==> src/rtl/lif_sched_pkg.sv <==
// Shared types and helpers for the time-multiplexed LIF scheduler.
package lif_sched_pkg;

   typedef enum logic [1:0] {
      IDLE = 2'd0,
      RUN  = 2'd1,
      DONE = 2'd2
   } sched_state_t;

   // Index width that stays at least one bit for degenerate sizes.
   function automatic int idx_width(input int n);
      return (n > 1) ? $clog2(n) : 1;
   endfunction

   function automatic int sat_max(input int w);
      return (w >= 31) ? 32'h7fff_ffff : ((1 << w) - 1);
   endfunction

   localparam int SAT_MAX_W8 = sat_max(8);

endpackage

==> src/rtl/lif_tdm_scheduler_lif_update.sv <==
// Combinational single-neuron leaky-integrate-and-fire step with saturating sum.
module lif_update
   import lif_sched_pkg::*;
#(
   parameter int WIDTH      = 8,
   parameter int THRESHOLD  = 128,
   parameter int LEAK_SHIFT = 1
) (
   input  logic [WIDTH-1:0] state,
   input  logic [WIDTH-1:0] stim,
   output logic [WIDTH-1:0] next_state,
   output logic             spike
);

   localparam int              SAT_INT = sat_max(WIDTH);
   localparam logic [WIDTH-1:0] SAT_MAX = SAT_INT[WIDTH-1:0];
   localparam logic [WIDTH-1:0] THRESH  = WIDTH'(THRESHOLD);

   function automatic logic [WIDTH-1:0] saturate(input logic [WIDTH:0] v);
      return v[WIDTH] ? SAT_MAX : v[WIDTH-1:0];
   endfunction

   logic [WIDTH:0]   sum_raw;
   logic [WIDTH-1:0] sum_sat;

   always_comb begin
      sum_raw    = {1'b0, (state >> LEAK_SHIFT)} + {1'b0, stim};
      sum_sat    = saturate(sum_raw);
      spike      = (sum_sat >= THRESH);
      next_state = spike ? '0 : sum_sat;
   end

endmodule

==> src/rtl/lif_tdm_scheduler.sv <==
// LIF engine sweeping N neuron states through one shared update datapath per tick.
// Optional refractory counters are built when LIF_SCHED_REFRACTORY_EN is defined.
module lif_tdm_scheduler
   import lif_sched_pkg::*;
#(
   parameter int N_NEURONS     = 4,
   parameter int WIDTH         = 8,
   parameter int THRESHOLD     = 128,
   parameter int LEAK_SHIFT    = 1,
   parameter int REFRACT_STEPS = 2
) (
   input  logic                       clk,
   input  logic                       rst,
   input  logic                       tick,
   input  logic [N_NEURONS*WIDTH-1:0] cur_in,
   input  logic [N_NEURONS-1:0]       chain_mask,
   input  logic [idx_width(N_NEURONS)-1:0] state_sel,
   output logic [WIDTH-1:0]           state_out,
   output logic [N_NEURONS-1:0]       spikes,
   output logic                       busy,
   output logic                       done,
   output logic                       overrun
);

   localparam int IDX_W = idx_width(N_NEURONS);
   localparam logic [IDX_W-1:0] LAST_IDX = IDX_W'(N_NEURONS - 1);

   sched_state_t     st, st_next;
   logic [IDX_W-1:0] idx, idx_next;
   logic             upd_en, last;

   logic [WIDTH-1:0]     states [N_NEURONS];
   logic [N_NEURONS-1:0] shadow, shadow_new;
   logic [N_NEURONS-1:0] spikes_q;
   logic                 overrun_q;

   logic [WIDTH-1:0] cur_state, chain_src, ext_src, sel_src, stim;
   logic [WIDTH-1:0] upd_state;
   logic             upd_spike, chain_sel, stim_block;

   always_comb begin
      st_next  = st;
      idx_next = idx;
      upd_en   = 1'b0;
      last     = 1'b0;
      case (st)
         IDLE: begin
            if (tick) begin
               st_next  = RUN;
               idx_next = '0;
            end
         end
         RUN: begin
            upd_en = 1'b1;
            if (idx == LAST_IDX) begin
               st_next = DONE;
               last    = 1'b1;
            end else begin
               idx_next = idx + 1'b1;
            end
         end
         DONE:    st_next = IDLE;
         default: st_next = IDLE;
      endcase
   end

   // Neuron idx-1 was written on an earlier cycle, so chaining sees this sweep's value.
   always_comb begin
      cur_state = states[idx];
      chain_src = states[idx - 1'b1];
      ext_src   = cur_in[idx*WIDTH +: WIDTH];
      chain_sel = chain_mask[idx] && (idx != '0);
      sel_src   = chain_sel ? chain_src : ext_src;
      stim      = stim_block ? '0 : sel_src;
   end

   lif_update #(
      .WIDTH      (WIDTH),
      .THRESHOLD  (THRESHOLD),
      .LEAK_SHIFT (LEAK_SHIFT)
   ) u_update (
      .state      (cur_state),
      .stim       (stim),
      .next_state (upd_state),
      .spike      (upd_spike)
   );

   always_comb begin
      shadow_new      = shadow;
      shadow_new[idx] = upd_spike;
   end

   always_ff @(posedge clk) begin
      if (rst) begin
         st        <= IDLE;
         idx       <= '0;
         shadow    <= '0;
         spikes_q  <= '0;
         overrun_q <= 1'b0;
         for (int k = 0; k < N_NEURONS; k++) states[k] <= '0;
      end else begin
         st  <= st_next;
         idx <= idx_next;
         if (upd_en) begin
            states[idx] <= upd_state;
            shadow      <= shadow_new;
         end
         if (last) spikes_q <= shadow_new;
         if (tick && (st != IDLE)) overrun_q <= 1'b1;
      end
   end

`ifdef LIF_SCHED_REFRACTORY_EN
   localparam int CNT_W = idx_width(REFRACT_STEPS + 1);
   localparam logic [CNT_W-1:0] REFRACT_LOAD = CNT_W'(REFRACT_STEPS);

   logic [CNT_W-1:0] refr_cnt [N_NEURONS];

   assign stim_block = (refr_cnt[idx] != '0);

   // A refractory neuron still leaks; its counter ticks down once per visit.
   always_ff @(posedge clk) begin
      if (rst) begin
         for (int k = 0; k < N_NEURONS; k++) refr_cnt[k] <= '0;
      end else if (upd_en) begin
         if (upd_spike)       refr_cnt[idx] <= REFRACT_LOAD;
         else if (stim_block) refr_cnt[idx] <= refr_cnt[idx] - 1'b1;
      end
   end
`else
   assign stim_block = 1'b0;
`endif

   always_comb begin
      state_out = '0;
      if (int'(state_sel) < N_NEURONS) state_out = states[state_sel];
   end

   assign spikes  = spikes_q;
   assign busy    = (st != IDLE);
   assign done    = (st == DONE);
   assign overrun = overrun_q;

endmodule

==> config.mk <==
export PLATFORM = sky130hd
export DESIGN_NAME = lif_tdm_scheduler
export DESIGN_NICKNAME = d
export VERILOG_FILES = /design/src/rtl/lif_sched_pkg.sv /design/src/rtl/lif_tdm_scheduler_lif_update.sv /design/src/rtl/lif_tdm_scheduler.sv
export SDC_FILE = /design/constraint.sdc
export NUM_CORES = 1
export LEC_CHECK = 0
export ABC_CLOCK_PERIOD_IN_PS = 8150
export BUFFER_PORTS_ARGS = -buffer_cell sky130_fd_sc_hd__clkbuf_2
export CELL_PAD_IN_SITES_DETAIL_PLACEMENT = 1
export CELL_PAD_IN_SITES_GLOBAL_PLACEMENT = 1
export CORE_MARGIN = 2
export CORE_UTILIZATION = 49
export CTS_CLUSTER_DIAMETER = 100
export DETAILED_ROUTE_END_ITERATION = 16
export PLACE_DENSITY = 0.82
export SLEW_MARGIN = 5
export SYNTH_ARGS = -nofsm -noshare
export SYNTH_HDL_FRONTEND = slang
export SYNTH_HIERARCHICAL = 1
export SYNTH_SLANG_ARGS = --single-unit
==> constraint.sdc <==
create_clock -name clk -period 8.15 [get_ports clk]
set_input_delay 1.63 -clock clk [delete_from_list [all_inputs] [get_ports clk]]
set_output_delay 1.63 -clock clk [all_outputs]
set_load 0.01 [all_outputs]
Yosys cells after proc, flatten, opt, wreduce, memory -nomap -nowiden. Memory sizes are Yosys's and may differ from the RTL's. A register that Yosys moved wholly into a read port is not among the register bits. Index checks and enable logic that the tools add are counted.

Flip-flop bits (word level): 13. Bits in writable memories: 32. Output and inout bits: 15. Memories: 1.

Add/subtract/negate cells: 3. Magnitude comparators: 3. Equality and inequality tests: 6. Shift operators: 1. Multiplexer cells: 27. Reduce and logical (&&, ||, !) cells: 10.

Memory list: states (words 4, width 8, rd ports 3, clocked after Yosys merged registers in 1, write ports 4, RTL line lif_tdm_scheduler.sv:32) `logic [WIDTH-1:0] states [N_NEURONS];`.

Operators by type and width (number): $mux 8 (4); $shiftx 32x6->8 (1); $mux 2 (7); $mux 1 (11); $add 7x8->9 (1); $ge 8x8->1 const B (1); $pmux 2 s2 (2); $reduce_or 8->1 (1); $ne 2x2->1 const B (3); $reduce_bool 2->1 (3); $bwmux 4 (1); $eq 2x2->1 const B (2); $logic_and 1x1->1 (3); $lt 2x3->1 const B (1); $reduce_and 3->1 (1); $add 2x1->2 const B (1); $bmux 1 s2 (1); $demux 1 s2 (1); $eq 2x1->1 const B (1); $ge 2x1->1 const B (1); $logic_not 2->1 (1); $reduce_and 2->1 (1); $sub 2x1->2 const B (1).

Depth between registers and ports, before layout.
Depth after elaboration: 9. Mapped depth: 15.

Hierarchy. Netlist, hierarchy kept.

By module, submodules not included: lif_tdm_scheduler (instances 1, cells each 197, area each 2806.4 um2, seq. area each 1241.2 um2); lif_update (instances 1, cells each 46, area each 391.6 um2, seq. area each 0.0 um2).

Worst setup path after synthesis. No wires, ideal clock.

Path kind: input -> register. Start: in cur_in[24]. End: mem states[2][6] (data pin). Arrival: 4007 ps. Setup slack: 3888 ps. Stages: 10. Cell sequence: mux4_2 mux2_4 ha_1 fa_1 a21o_1 a311o_1 a21oi_1 xor2_1 nor2_1 and2_1.

RTL lines: start: declaration (RTL line lif_tdm_scheduler.sv:15) `input logic [N_NEURONS*WIDTH-1:0] cur_in,`; end: declaration (RTL line lif_tdm_scheduler.sv:32).

==> out/results.ini <==
[outcome]
status=complete, no violations

[detailed_routing]
routed_wl_mm=8.25
drt.antenna.violating_nets=0
first_pass_iters=4
wl_per_cell_um=22.4
vias_per_cell=6.18
vias=2274
drt_iter0_markers=132
drcViolationCount=0

[grt]
grt_use_total_pct=24.3
grt_max_degree=22
overflow=0
grt_pass1_wl_mm=13.2
grt_pass1_vias=2455
antenna_found_initial=0

[cts]
clock_latency_ps=310
cts-buffers-inserted=5
clk_path_buf_depth=2
cts_tree=yes
cts_htree_levels=2
cts.sinks=46
post-cts-setup-buffer-count=0
cts-root-buf=clkbuf_8
cts_resized=0
cts_hold_buf=0
clkSlewWorstSetupHoldPaths_ps=100

[worst_setup_path]
crit_fanout=13
critPathLaunch=chain_mask[3]
path_cells=clkbuf_2, mux2i_1, o22ai_4, mux2_4, ha_1, fa_1, a21o_1, a21oi_1, and4_4, a211oi_4, nor3_1, and2_1
crit_family=compound AO/OA/AOI/OAI gates
crit_path_end_kind=register
worstReg2RegStart=idx[0]
path_class=in -> reg
required_ps=8330
critical-path-slowest-cell=fa_1
crit_buf_inv=1
start_kind=input port
arrival_ps=4650
crit_path_max_incr_delay_ps=440

[final_layout]
syn_to_final_growth_pct=12.1
nets=343
diodes=0
drive_above_1_share_pct=41.2
final_cell_mix=55 x clkbuf_2, 36 x and2_1, 32 x edfxtp_1, 31 x mux4_2, 14 x dfxtp_1
final_common_cell=clkbuf_2

[timing]
rsz0062_at_grt=no
setup-tns-final_ps=0
worst_pin_slew_ps=1060
drv_slew=0
slew_headroom_pct=28.8
fin_skew_ps=10.2
setup_viol=0
fin_crit_sh_pct=54.8
max_freq_ghz=0.224
setup_ws_ps=3680
hold_violations=0
period_needed_ps=4470

[power_and_ir_drop]
p_sw_uw=203
p_per_area_nw_per_um2=173
power_frac_clock_pct=24.1
peakVddDrop_mv=0.0876
p_int_uw=414
swShare_pct=32.8
seqPwrFrac_pct=44.8
cellLeakagePower_nw=1.38
totalPowerFinal_uw=617
p_comb_share_pct=31.1

[yosys]
synth_cells=242
yosys_warnings=6
netlist_area_um2=3180
syn-num-nets=295
avgSynthCellArea_um2=13.1

[place]
io_buffers=55
post-place-ws_ps=3410
gp_congestion=0.857
dp_hpwl_mm=6.11

[run]
cap_violations=0

[floorplan]
core_area_um2=6310
die_area_um2=7140
fp.dieH_um=84.5
num_rows=29
initial_utilization_pct=50.3
io_pins=56
die_width_um=84.5

[worst_hold_path]
min_from=spikes[3]
hold_class=reg -> reg

## routing by layer
| layer | GRT usage (%) | vias up | wire (µm) |
|---|---|---|---|
| li1 | - | 1016 | - |
| met1 | 30.3 | 1175 | 3190 |
| met2 | 42.8 | 64 | 4410 |
| met3 | 4.52 | 19 | 450 |
| met4 | 7.94 | 0 | 195 |
| met5 | 0 | - | 0 |
## registers in the layout (all words and copies together), names as in the netlist, named ones only
| register | count |
|---|---|
| idx | 2 |
| spikes | 4 |
| shadow | 3 |
| overrun | 1 |
| st | 2 |
| states | 32 |
## worst paths after layout
kind                                     end  slack (ps)  depth (start not counted)
worst max register to register  states[2][3]        3930                         12
worst min-delay path               spikes[3]         470                          2
worst min register to register     spikes[3]         470                          2
worst max-delay path            states[2][3]        3680                         12
## power by group through the flow
| stage | Sequential [mW] | Clock, mW | Combinational (mW) |
|---|---|---|---|
| 2_1_floorplan | 0.274 | 0 | 0.141 |
| 3_3_place_gp | 0.280 | 0 | 0.181 |
| 6_report | 0.276 | 0.149 | 0.192 |
| 4_1_cts | 0.276 | 0.151 | 0.190 |
| 3_5_place_dp | 0.282 | 0 | 0.189 |
| 5_1_grt | 0.278 | 0.157 | 0.208 |
## cell type report
class	count	area [µm²]
Inverter	4	15.0
Tap cell	77	96.3
Sequential cell	46	1240
Fill cell	698	2760
Clock inverter	3	22.5
Clock buffer	5	68.8
Timing Repair Buffer	57	290
Multi-Input combinational cell	176	1820
## worst min-delay path, cell delays in order, from the launching register on
cell	delay [ps]
dfxtp_1	320
nand2_1	50
a21oi_1	60
## through the flow
stage	hold slack (ps)	instances	util, %	cell area (µm²)
2_1_floorplan	463	242	-	3180
3_3_place_gp	452	360	54.8	3460
3_5_place_dp	462	360	54.8	3460
4_1_cts	477	368	56.3	3550
5_1_grt	504	368	56.4	3560
6_report	474	368	56.4	3560
Power figures use the tool's default switching activity.
